## config.mk

```make
export PLATFORM = sky130hd
export DESIGN_NAME = axis_1553_encoder
export DESIGN_NICKNAME = d
export VERILOG_FILES = /design/src/rtl/axis_1553_encoder.sv
export SDC_FILE = /design/constraint.sdc
export NUM_CORES = 1
export LEC_CHECK = 0
export ABC_CLOCK_PERIOD_IN_PS = 6000
export CAP_MARGIN = 20
export CORE_MARGIN = 2
export CORE_UTILIZATION = 30
export CTS_CLUSTER_DIAMETER = 60
export DETAILED_ROUTE_END_ITERATION = 10
export GPL_ROUTABILITY_DRIVEN = 0
export PLACE_DENSITY = 0.47
export SETUP_SLACK_MARGIN = 0.5
export SYNTH_ARGS = -nofsm -noshare
export SYNTH_HDL_FRONTEND = slang
export SYNTH_SLANG_ARGS = --single-unit
export TNS_END_PERCENT = 30
```

## constraint.sdc

```tcl
create_clock -name aclk -period 6 [get_ports aclk]
set_input_delay 0.9 -clock aclk [delete_from_list [all_inputs] [get_ports aclk]]
set_output_delay 0.9 -clock aclk [all_outputs]
set_load 0.01 [all_outputs]
```

## src/rtl/axis_1553_encoder.sv

```systemverilog
// AXI-Stream to MIL-STD-1553 Manchester II word transmitter.
// Each accepted beat is sent as a 3-bit-time sync, 16 data bits (MSB first)
// and one parity bit. A configurable idle gap follows before the next word.
// Valid/ready: a beat transfers on the rising edge where s_axis_tvalid and
// s_axis_tready are both high; tready is high only while the FSM is IDLE, and
// tdata/tuser/parity_set are captured on that same edge.
module axis_1553_encoder #(
   parameter int clock_speed = 20000000,
   parameter int gap_bits    = 4,
   parameter bit invert_data = 1'b0
) (
   input  logic        aclk,
   input  logic        arstn,
   input  logic        parity_set,
   input  logic [15:0] s_axis_tdata,
   input  logic [7:0]  s_axis_tuser,
   input  logic        s_axis_tvalid,
   output logic        s_axis_tready,
   output logic [1:0]  diff,
   output logic        busy,
   output logic        tx_err,
   output logic [2:0]  dbg_state
);

   localparam int CPB     = clock_speed / 1000000;
   localparam int HB      = CPB / 2;
   localparam int GAP_CYC = gap_bits * CPB;

   generate
      if (clock_speed % 2000000 != 0) begin : g_bad_clock
         $error("axis_1553_encoder: clock_speed must be a multiple of 2 MHz");
      end
      if (gap_bits < 0) begin : g_bad_gap
         $error("axis_1553_encoder: gap_bits must not be negative");
      end
   endgenerate

   typedef enum logic [2:0] {IDLE, SYNC, DATA, PAR, GAP} state_t;

   state_t      state, state_nx;
   logic [15:0] hb_cnt, hb_cnt_nx;
   logic [2:0]  half_cnt, half_cnt_nx;
   logic [3:0]  bit_cnt, bit_cnt_nx;
   logic [31:0] gap_cnt, gap_cnt_nx;
   logic [15:0] data_q, data_nx;
   logic        cmd_q, cmd_nx;
   logic        par_q, par_nx;
   logic [1:0]  diff_nx;
   logic        tready_nx, busy_nx, err_nx;
   logic        hb_end, accept, legal, lvl, bit_val;
   logic        unused_tuser;

   // Low sync-type bits carry no meaning for the transmitter.
   assign unused_tuser = ^s_axis_tuser[4:0];
   assign dbg_state    = state;

   // Next-state, counter and registered-output computation.
   always_comb begin
      state_nx    = state;
      hb_cnt_nx   = hb_cnt;
      half_cnt_nx = half_cnt;
      bit_cnt_nx  = bit_cnt;
      gap_cnt_nx  = gap_cnt;
      data_nx     = data_q;
      cmd_nx      = cmd_q;
      par_nx      = par_q;
      diff_nx     = 2'b00;
      err_nx      = 1'b0;
      lvl         = 1'b0;
      bit_val     = 1'b0;
      hb_end      = (hb_cnt == 16'(HB - 1));
      accept      = s_axis_tvalid && s_axis_tready;
      legal       = (s_axis_tuser[7:5] == 3'b100) || (s_axis_tuser[7:5] == 3'b010);
      case (state)
         IDLE: begin
            hb_cnt_nx   = 16'd0;
            half_cnt_nx = 3'd0;
            bit_cnt_nx  = 4'd0;
            gap_cnt_nx  = 32'd0;
            if (accept) begin
               if (legal) begin
                  state_nx = SYNC;
                  data_nx  = s_axis_tdata;
                  cmd_nx   = s_axis_tuser[7];
                  // parity_set=1 makes the 17-bit ones count odd, 0 makes it even
                  par_nx   = (^s_axis_tdata) ^ parity_set;
               end else begin
                  err_nx = 1'b1;
               end
            end
         end
         SYNC: begin
            // three half-bit slots per level; command sync starts low on diff[0]
            lvl       = (half_cnt < 3'd3) ? ~cmd_q : cmd_q;
            diff_nx   = {~lvl, lvl};
            hb_cnt_nx = hb_end ? 16'd0 : hb_cnt + 16'd1;
            if (hb_end) begin
               if (half_cnt == 3'd5) begin
                  half_cnt_nx = 3'd0;
                  state_nx    = DATA;
               end else begin
                  half_cnt_nx = half_cnt + 3'd1;
               end
            end
         end
         DATA, PAR: begin
            bit_val   = (state == DATA) ? data_q[15] : par_q;
            // logic 1 is low-then-high on diff[0]
            lvl       = ((half_cnt == 3'd0) ? ~bit_val : bit_val) ^ invert_data;
            diff_nx   = {~lvl, lvl};
            hb_cnt_nx = hb_end ? 16'd0 : hb_cnt + 16'd1;
            if (hb_end) begin
               if (half_cnt == 3'd0) begin
                  half_cnt_nx = 3'd1;
               end else begin
                  half_cnt_nx = 3'd0;
                  if (state == DATA) begin
                     data_nx = {data_q[14:0], 1'b0};
                     if (bit_cnt == 4'd15) begin
                        bit_cnt_nx = 4'd0;
                        state_nx   = PAR;
                     end else begin
                        bit_cnt_nx = bit_cnt + 4'd1;
                     end
                  end else begin
                     state_nx = (GAP_CYC == 0) ? IDLE : GAP;
                  end
               end
            end
         end
         GAP: begin
            gap_cnt_nx = gap_cnt + 32'd1;
            if (gap_cnt == 32'(GAP_CYC - 1)) begin
               state_nx = IDLE;
            end
         end
         default: state_nx = IDLE;
      endcase
      tready_nx = (state_nx == IDLE);
      busy_nx   = (state_nx != IDLE);
   end

   // State, counters, latched word and registered outputs.
   always_ff @(posedge aclk) begin
      if (!arstn) begin
         state         <= IDLE;
         hb_cnt        <= 16'd0;
         half_cnt      <= 3'd0;
         bit_cnt       <= 4'd0;
         gap_cnt       <= 32'd0;
         data_q        <= 16'd0;
         cmd_q         <= 1'b0;
         par_q         <= 1'b0;
         diff          <= 2'b00;
         busy          <= 1'b0;
         tx_err        <= 1'b0;
         s_axis_tready <= 1'b0;
      end else begin
         state         <= state_nx;
         hb_cnt        <= hb_cnt_nx;
         half_cnt      <= half_cnt_nx;
         bit_cnt       <= bit_cnt_nx;
         gap_cnt       <= gap_cnt_nx;
         data_q        <= data_nx;
         cmd_q         <= cmd_nx;
         par_q         <= par_nx;
         diff          <= diff_nx;
         busy          <= busy_nx;
         tx_err        <= err_nx;
         s_axis_tready <= tready_nx;
      end
   end

endmodule

```

==> results.md <==
- Status: complete, no violations
- Crit path required time: 6240 ps
- Hold_sp: data_q[0]$_SDFFE_PN0P_
- Peak Freq: 0.320 GHz
- P_int: 0.955 mW
- Hold Path End: data_q[0]$_SDFFE_PN0P_
- Endpoints failing setup: 0
- RSZ-0062 raised after global routing: false
- Clock slew seen by the registers of the worst setup and hold paths: about 70 ps
- EDFF count, synth: 0
- WHS Path Cells: 2
- Fin. Hold Viols: 0
- Antenna viol nets, final: 0
- Average wire per standard cell: around 13 um
- Vias in the first global route: 3092
- Die Ht: 119 um
- Hold Path Class: reg2reg
- CP max FO: 22
- Nets: approximately 530
- Design area: 0.00475 mm2
- Leak: 1.56 nW
- Total setup buffers inserted after CTS: 0
- First-pass GRT wire length: ~15000 um
- Total power: 1.22 mW
- Via Count: 3225
- Max cap viols: 0
- Worst-Margin Slew: 951 ps
- CTS Root Cell: clkbuf_16
- Relative slew margins: 36.6%
- Tcrit/Tclk final: 52.1%
- Crit path kind: reg2reg
- Top FF cell, synth: dfxtp_1
- Total CTS buffers: 9
- Clock latency on the worst-skew pair: 350 ps
- Worst reg-to-reg setup slack: 2870 ps
- Final wirelength: 8670 um
- Syn Inst Count: around 470
- Resized Gates After CTS: 0
- GRT Util Overall: 13.3%
- Clock power share: 48.0%
- DP HPWL: slightly below 6000 um
- CP Capture Type: register
- YS warnings: 0
- Overflow after GRT: 0
- Combinational power share: 6.8%
- Starting density of the core: 31.0%
- Worst Reg-to-Reg Cells: 6
- RR Endpoint: half_cnt[2]$_SDFFE_PN0P_
- Final Skew: 10.6 ps
- Share of cells above drive strength 1: about 6.4%
- Post-synth cell types: 53
- Place WS: 2850 ps
- Tmin final: 3130 ps
- Post-synthesis async set-or-reset flop share: 0%
- PortBufs: 30
- Pre-Repair DR Iteration Count: 4
- Max rail drop VDD: 150 uV
- Avg Synthesized Cell Area: 8.40 um2
- Crit path DAT: about 3400 ps
- Largest net degree at the start of global routing: 33
- Switching Share: 21.7%
- Cell row count: slightly above 40
- CTS tree: done
- Initial DRC Count: 157
- Dpl cell area: 0.00441 mm2
- Register share of total power: between 40% and 50%
- CTS Buffer Depth: 2
- Sw Pwr: 0.265 mW
- Die ar.: 0.0141 mm2
- CP Launch Type: register
- Syn Std Cell Area: 0.00394 mm2
- Synthesized flop and latch total: between 80 and 90
- # DRC: 0
- H-tree depth: 3
- R2r startpoint: dbg_state[2]$_SDFF_PN0_
- N_diodes: 0
- Setup TNS: 0 ps
- Non-filler instance count after layout: 672
- Register area share after synthesis: between 40 and 50%
- Final worst-path setup slack: around 2900 ps
- Fin. max-slew vios: 0
- Fill cells: 1345
- Vias per inst: ~4.8
- Initial antenna violation count: 0
- Placeable Area: between 0.01 and 0.015 mm2
- CTS Hold Bufs: 0
- Area Overhead vs Synth: 20.6%
- Post-Place Cells: 655
- Die X: 119 um
- Io pins: 36
- Pwr/cell area: 257 mW/mm2
- Sink Count: 81
- Syn nets: between 500 and 600
area by class of cell:
class / instances / area (um2) / share of cell area, %
inverter: 8 / 30.0 / 0.632
clock inverter: 5 / 80.1 / 1.69
sequential: 81 / 1620 / 34.1
tap: 172 / 215 / 4.53
multi-input combinational: 361 / 2220 / 46.7
clock buffer: 11 / 233 / 4.90
timing repair buffer: 34 / 350 / 7.37
cell families (layout without fill, tap and decap cells):
family	Yosys count	count (layout)	share of synthesized area, %
flip-flops	81	81	41.2
buffers and inverters	27	58	2.80
AO/OA/AOI/OAI	63	63	10.9
multiplexers	5	5	1.27
adder cells (fa/ha/maj)	4	4	1.27
XOR/XNOR	56	56	12.8
AND/OR/NAND/NOR	233	233	29.8
flip-flops by register name, summed over array words and instances, names as in the netlist:
name / count
s_axis_tready: 1
busy: 1
par_q: 1
dbg_state: 3
hb_cnt: 16
diff: 2
bit_cnt: 4
tx_err: 1
cmd_q: 1
gap_cnt: 32
half_cnt: 3
data_q: 16
routing by layer:
metal | track usage (%) | vias up | part of all wire, %
met3 | 4.78 | 8 | 3.8
met1 | 17.4 | 1490 | 50
met5 | 0 | - | 0
met4 | 4.39 | 0 | 1.3
li1 | - | 1687 | -
met2 | 20.3 | 40 | 45
cells in the final DEF, fill, tap and decap left out, drive strengths merged, types with 4 or more instances in the layout:
cell / netlist / final
nor2: 79 / 79
clkbuf: 15 / 11
nor3: 5 / 5
nor2b: 6 / 6
nand4: 18 / 18
nand2b: 4 / 4
o21ai: 13 / 13
dfxtp: 81 / 81
or3: 6 / 6
mux2i: 5 / 5
and2: 4 / 4
xor2: 24 / 24
a21oi: 21 / 21
xnor2: 31 / 31
nor4: 12 / 12
ha: 4 / 4
inv: 7 / 7
buf: 4 / 4
nand3: 23 / 23
a311oi: 15 / 15
and3: 7 / 7
nand2: 55 / 55
and4: 5 / 5
clkdlybuf4s50: 0 / 30
metrics by stage:
step                      utilization, %  hold WS [ps]
after CTS                           37.1           475
after floorplan                        -           444
after detailed placement            34.7           463
final                               37.3           471
after global routing                37.3           501
after global placement              34.7           463
cells in the mapped netlist, drive strengths merged, types with 2 or more instances:
master / n / area [um2]
nor4: 12 / 109
a211oi: 2 / 20.0
nand3b: 2 / 15.0
or2: 2 / 15.0
nor3: 5 / 25.0
clkbuf: 15 / 56.3
dfxtp: 81 / 1620
a21oi: 21 / 105
ha: 4 / 50.1
o31ai: 2 / 28.8
a21o: 2 / 15.0
a311oi: 15 / 131
and3: 7 / 43.8
nand4: 18 / 125
nor2: 79 / 299
buf: 4 / 23.8
mux2i: 5 / 50.1
o21ai: 13 / 65.1
and2: 4 / 25.0
nor2b: 6 / 37.5
or3: 6 / 37.5
and4: 5 / 43.8
nand2: 55 / 206
nand3: 23 / 120
xor2: 24 / 210
nand2b: 4 / 25.0
xnor2: 31 / 272
inv: 7 / 26.3
how the worst max path moves through the flow:
stage                                       start                        to  slack [ps]
after detailed placement  dbg_state[2]$_SDFF_PN0_  half_cnt[2]$_SDFFE_PN0P_        2850
after floorplan                   s_axis_tdata[9]        par_q$_SDFFE_PN0P_        3990
after global routing      dbg_state[2]$_SDFF_PN0_  half_cnt[2]$_SDFFE_PN0P_        2570
after global placement    dbg_state[2]$_SDFF_PN0_  half_cnt[2]$_SDFFE_PN0P_        2860
final                     dbg_state[2]$_SDFF_PN0_  half_cnt[2]$_SDFFE_PN0P_        2870
after CTS                 dbg_state[2]$_SDFF_PN0_  half_cnt[2]$_SDFFE_PN0P_        2830
power by group through the flow:
stage          clock network, mW  logic [mW]  registers (mW)
2_1_floorplan                  0      0.0522           0.561
5_1_grt                    0.630      0.0929           0.551
3_5_place_dp                   0      0.0833           0.563
6_report                   0.586      0.0832           0.551
3_3_place_gp                   0      0.0830           0.563
4_1_cts                    0.609      0.0835           0.551
critical path: stages (launching register included):
cell,delay [ps]
dfxtp_1,810
nand2b_1,830
nand2_1,160
a21oi_1,350
nand2b_1,500
o21ai_0,170
a21o_1,200
(Power assumes the default switching activity.)
